[config.mk]
export PLATFORM = sky130hd
export DESIGN_NAME = nibble_serial_adder
export DESIGN_NICKNAME = d
export VERILOG_FILES = /design/src/rtl/nibble_serial_adder.sv
export SDC_FILE = /design/constraint.sdc
export NUM_CORES = 1
export LEC_CHECK = 0
export CORE_UTILIZATION = 30
export CTS_CLUSTER_SIZE = 40
export DETAILED_ROUTE_END_ITERATION = 8
export GPL_TIMING_DRIVEN = 0
export PLACE_DENSITY = 0.57
export SYNTH_ARGS = -nofsm -noshare
export SYNTH_HDL_FRONTEND = slang
export SYNTH_SLANG_ARGS = --single-unit
[constraint.sdc]
create_clock -name clk_i -period 3.05 [get_ports clk_i]
set_clock_uncertainty 0.05 [all_clocks]
set_input_delay 0.61 -clock clk_i [delete_from_list [all_inputs] [get_ports clk_i]]
set_output_delay 0.61 -clock clk_i [all_outputs]
set_load 0.1 [all_outputs]
[src/rtl/nibble_serial_adder.sv]
// Multi-cycle WIDTH-bit adder controller driving an external 4-bit ripple adder one nibble per cycle.
// Optional subtract mode is enabled by defining NIBBLE_SERIAL_ADDER_SUB_EN (adds the in_sub_i port).
module nibble_serial_adder #(
  parameter int WIDTH = 16
) (
  input  logic             clk_i,
  input  logic             rst_i,
  input  logic             in_valid_i,
  output logic             in_ready_o,
  input  logic [WIDTH-1:0] in_a_i,
  input  logic [WIDTH-1:0] in_b_i,
  input  logic             in_cin_i,
`ifdef NIBBLE_SERIAL_ADDER_SUB_EN
  input  logic             in_sub_i,
`endif
  output logic [3:0]       add_a_o,
  output logic [3:0]       add_b_o,
  output logic             add_cin_o,
  input  logic [3:0]       add_sum_i,
  input  logic             add_cout_i,
  output logic             out_valid_o,
  input  logic             out_ready_i,
  output logic [WIDTH-1:0] out_sum_o,
  output logic             out_cout_o,
  output logic             busy_o
);

  localparam int NIB   = WIDTH / 4;
  localparam int IDX_W = (NIB > 1) ? $clog2(NIB) : 1;
  localparam logic [IDX_W-1:0] LAST_IDX = IDX_W'(NIB - 1);

  typedef enum logic [1:0] {
    IDLE = 2'd0,
    RUN  = 2'd1,
    DONE = 2'd2
  } state_t;

  state_t           state_q;
  logic [IDX_W-1:0] idx_q;
  logic             carry_q;
  logic [WIDTH-1:0] a_q;
  logic [WIDTH-1:0] b_q;
  logic [WIDTH-1:0] result_q;

  logic             accept;
  logic             load_sub;
  logic [WIDTH-1:0] b_load_d;
  logic             carry_load_d;

`ifdef NIBBLE_SERIAL_ADDER_SUB_EN
  assign load_sub = in_sub_i;
`else
  assign load_sub = 1'b0;
`endif

  // Subtraction is A + ~B + 1, so the inverted operand and forced carry are loaded up front.
  assign b_load_d     = in_b_i ^ {WIDTH{load_sub}};
  assign carry_load_d = in_cin_i | load_sub;
  assign accept       = (state_q == IDLE) && in_valid_i;

  always_ff @(posedge clk_i or posedge rst_i) begin
    if (rst_i) begin
      state_q <= IDLE;
      idx_q   <= '0;
      carry_q <= 1'b0;
    end else begin
      case (state_q)
        IDLE: begin
          if (accept) begin
            state_q <= RUN;
            idx_q   <= '0;
            carry_q <= carry_load_d;
          end
        end
        RUN: begin
          carry_q <= add_cout_i;
          idx_q   <= idx_q + 1'b1;
          if (idx_q == LAST_IDX) begin
            state_q <= DONE;
          end
        end
        DONE: begin
          if (out_ready_i) begin
            state_q <= IDLE;
          end
        end
        default: state_q <= IDLE;
      endcase
    end
  end

  // Operand and result shift registers carry no reset; every output view of them is state-gated.
  always_ff @(posedge clk_i) begin
    if (accept) begin
      a_q <= in_a_i;
      b_q <= b_load_d;
    end else if (state_q == RUN) begin
      a_q      <= a_q >> 4;
      b_q      <= b_q >> 4;
      result_q <= {add_sum_i, result_q[WIDTH-1:4]};
    end
  end

  assign in_ready_o  = (state_q == IDLE) && !rst_i;
  assign busy_o      = (state_q == RUN) || (state_q == DONE);
  assign add_a_o     = (state_q == RUN) ? a_q[3:0] : 4'd0;
  assign add_b_o     = (state_q == RUN) ? b_q[3:0] : 4'd0;
  assign add_cin_o   = (state_q == RUN) ? carry_q : 1'b0;
  assign out_valid_o = (state_q == DONE);
  assign out_sum_o   = (state_q == DONE) ? result_q : '0;
  assign out_cout_o  = (state_q == DONE) ? carry_q : 1'b0;

endmodule

* Word-level counts from Yosys, hierarchy flattened *
Cells that the tools add are included.

storage, ports and cells
  register bits = 53
  word-level logic and storage cells = 41

operators by class
  add/sub/neg operators = 1
  equality and inequality tests = 6
  muxes and demuxes = 17
  bitwise gates (word level) = 1
  reductions and logical operators = 10

operator list
  cell                                           count
  2-to-1 mux 16 bit                              5
  2-to-1 mux 2 bit                               4
  2-to-1 mux 4 bit                               2
  case mux 2 bit (3 select lines)                1
  == test 2 bit, second input constant           2
  != test 2 bit, second input constant           2
  case mux 2 bit (2 select lines)                1
  AND reduction 2 bit                            2
  nonzero test 2 bit                             2
  2-to-1 mux 1 bit                               3
  AND reduction 3 bit                            1
  adder 2 x 1 -> 2 bit, second input constant    1
  == test 2 x 1 -> 1 bit, second input constant  1
  logical AND 1 bit                              2
  logical NOT 2 bit                              1
  != test 2 x 1 -> 1 bit, second input constant  1
  case mux 1 bit (2 select lines)                1
  logical NOT 1 bit                              1
  logical OR 1 bit                               1
  NOT 1 bit                                      1

* Depth between registers and ports, before layout *
  word-level depth = 4
  depth in mapped cells = 5

* Worst setup path before layout *
OpenSTA, ideal clock, no wires.

  kind = register -> output
  start point = reg state_q[0]
  end point = out out_sum_o[10]
  arrival time = 2.419 ns
  required time = 2.390 ns
  slack = -0.029 ns
  cell stages (with the launch flop) = 5
  path buffers = 1
  path through = dfrtp_1 > inv_1 > ha_1 > clkbuf_1 > and2_1

between the ends
  word-level cells in the longest chain between the ends = 2

RTL lines
  element                 line  text
  from (decl)             38    state_t state_q;
  from (signal assigned)  63    state_q <= IDLE;
  from (signal assigned)  70    state_q <= RUN;
  from (signal assigned)  79    state_q <= DONE;
  == test 2 bit           --
  net out_valid_o         21    output logic out_valid_o,
  2-to-1 mux 16 bit       110   assign out_sum_o = (state_q == DONE) ? result_q : '0;
  to (decl)               23    output logic [WIDTH-1:0] out_sum_o,

The timed path passes the listed nets, and every way through them passes these cells.

* Worst setup path after layout *
  start point = reg state_q[0]
  end point = out busy_o

between the ends
  word-level cells in the longest chain between the ends = 2

RTL lines
  element                                                  line  text
  == test 2 x 1 -> 1 bit or == test 2 bit (tied branches)  105   assign busy_o = (state_q == RUN) || (state_q == DONE);
  logical OR 1 bit (*)                                     105
  to (decl)                                                25    output logic busy_o

Every way passes the cells marked *; elsewhere a longest branch is shown, timed or not.

==> run metrics <==
n_diodes 0; Setup TNS Final 0 ps; CTS sink cnt between 50 and 60; Critical Path AT around 2200 ps; hold_buf cts 0; CTS max path bufs 2; CTS buffer count 5; First-pass DRT Iterations 3; vias per cell about 4.3; yosys warns 0; DRC 0; die area 8300 µm²; CP Launch Type register; initial core utilization 31.0%; max frequency ~0.35 GHz; Placer Congestion 0.721; die height around 91 µm; number of global-route vias before repair 1502; Finished Core Util a little over two fifths; CP bufs+invs 2; # rows 32; Post-Route WL about 4.4 mm; Port Buffer Count 70; CP max FO 4; final setup vio count 0; mapped cell area about 2400 µm²; family with the most delay on the worst path buffers and inverters; Finished Cell Area roughly 3400 µm²; largest net degree at the start of global routing 33; slew at the pin closest to its max-slew limit 996 ps; Relative slew margins 33.9%; Clk Latency, worst-skew pair about 300 ps; GRT Residual Overflow 0; Hold WC Path Type register to register; Initial DRC Count 41; Die Wd roughly 91 µm; layout net count 270; syn nets slightly below 200; H-tree depth 2; placed cell areas roughly 3200 µm²; I/O Pins between 70 and 80; DRT antenna net count 0; Fin. Hold Viols 0; #FFs+latches synth 53; Area Overhead vs Synth 41.3%; layout cells sized above 1 roughly 28%; slowest stage cell, crit path clkdlybuf4s50_1; CP Class register to output port; syn_area_per_cell 16.4 µm²; period utilization between 90% and 100%; post-route minimum period roughly 2900 ps; cells after synthesis 145; CP endpoint kind output port; initial antenna violation count 0; GRT Overall Usage about 11%; Worst R2R Setup Slack roughly 840 ps; CORE AREA approximately 7700 µm²; max-slew violations 0; mean routed wirelength per cell about 13 µm; Max stage delay on crit path approximately 1100 ps; first-pass GRT wire length slightly above 7 mm; Reg clk slew, reported paths 100 ps; status finished, final reports clean; Post-DP HPWL roughly 3.1 mm; Max-cap violations 0; RSZ-0062 raised after global routing false; Cell variety after synth 24; vias 1410; Cell Chain, Critical Path inv_1 -> ha_1 -> clkdlybuf4s50_1; sequential share of the synthesized area 65.8%; CTS tree built; CTS root buf clkbuf_8; Required @ worst endpoint between 2000 and 2500 ps
what timing repair did:
| action | in CTS | in global routing |
|---|---|---|
| buffers inserted | 0 | 0 |
| setup endpoints to repair | 27 | 11 |
| endpoints found under the hold margin | 0 | 0 |
| pin swaps | 0 | 0 |
| resized for setup | 65 | 6 |
kinds of logic (layout without fill, tap and decap cells):
family,after synthesis,in the layout,share of synthesized area (%)
muxes,27,27,16.0
buffers and inverters,11,89,2.42
and+or+nand+nor,43,43,10.8
DFF,53,53,65.8
AOI/OAI and AO/OA,5,5,1.84
adders and majority gates,6,6,3.15
layer usage:
layer	GRT usage, %	vias to the layer above	share of wire [%]
met3	4.69	2	8.8
li1	-	681	-
met1	14.1	671	47
met5	0	-	0
met4	3.17	0	0.44
met2	16.9	56	44
worst paths after layout:
path,start,endpoint,cells past startpoint
max,state_q[0]$_DFFE_PP0P_,busy_o,3
min,result_q[6]$_DFFE_PP_,result_q[2]$_DFFE_PP_,0
max reg2reg,state_q[0]$_DFFE_PP0P_,a_q[10]$_DFFE_PP_,5
min reg2reg,result_q[6]$_DFFE_PP_,result_q[2]$_DFFE_PP_,0
max in group asynchronous,rst_i,idx_q[0]$_DFFE_PP0P_,2
min in group asynchronous,rst_i,carry_q$_DFFE_PP0P_,2
synth_stat cells:
cell | number | area [µm²]
edfxtp_1 | 48 | 1440
and2_1 | 26 | 163
mux2_4 | 21 | 315
and3_1 | 8 | 50.1
ha_1 | 6 | 75.1
dfrtp_1 | 5 | 125
mux2_2 | 5 | 56.3
inv_1 | 4 | 15.0
nand2_1 | 4 | 15.0
clkbuf_1 | 3 | 11.3
buf_6 | 2 | 22.5
a21boi_0 | 1 | 7.51
a221o_1 | 1 | 10.0
a32o_1 | 1 | 10.0
buf_2 | 1 | 5.00
inv_2 | 1 | 3.75
mux2i_1 | 1 | 10.0
nand2_2 | 1 | 6.26
nand2b_1 | 1 | 6.26
nand3b_1 | 1 | 7.51
nor2_1 | 1 | 3.75
nor2b_1 | 1 | 6.26
o21ai_0 | 1 | 5.00
o221a_1 | 1 | 11.3
cell usage in the layout (no fill, tap or decap), types with 2 or more instances in the layout:
cell / n
edfxtp_1: 48
clkdlybuf4s50_1: 42
and2_1: 26
mux2_4: 21
clkdlybuf4s15_2: 18
and3_1: 8
dlygate4sd2_1: 7
mux2_2: 5
ha_1: 5
dfrtp_1: 5
clkbuf_8: 5
inv_1: 4
nand2_1: 3
clkbuf_2: 2
clkbuf_1: 2
nand2_2: 2
buf_6: 2
bufinv_16: 2
worst reg2reg max path: cells and delay by family (launching register included):
kind / cells / cell delay (ps)
DFF: 1 / 430
adders and majority gates: 1 / 280
and+or+nand+nor: 2 / 750
buffers and inverters: 2 / 340
metrics by stage:
step,worst slack [ps],instances,hold WS [ps]
after floorplan,114,145,339
after global placement,-99.7,317,370
after detailed placement,-110,317,378
after CTS,2.37,325,403
after global routing,46.6,325,412
final,162,325,401
flip-flops by register name, indices dropped and copies added, names as in the netlist:
name      cells
idx_q         2
result_q     16
carry_q       1
a_q          16
state_q       2
b_q          16
cell type report:
| type | count | area [µm²] |
|---|---|---|
| tap | 102 | 128 |
| multi-input combinational | 81 | 763 |
| inverter | 5 | 18.8 |
| clock buffer | 5 | 68.8 |
| timing repair buffer | 70 | 712 |
| fill | 727 | 4320 |
| sequential | 53 | 1570 |
| clock inverter | 3 | 68.8 |
| buffer | 6 | 40.0 |
Power is not shown: default switching activity piles up to over one toggle a cycle in this logic, so the estimate is an artifact.
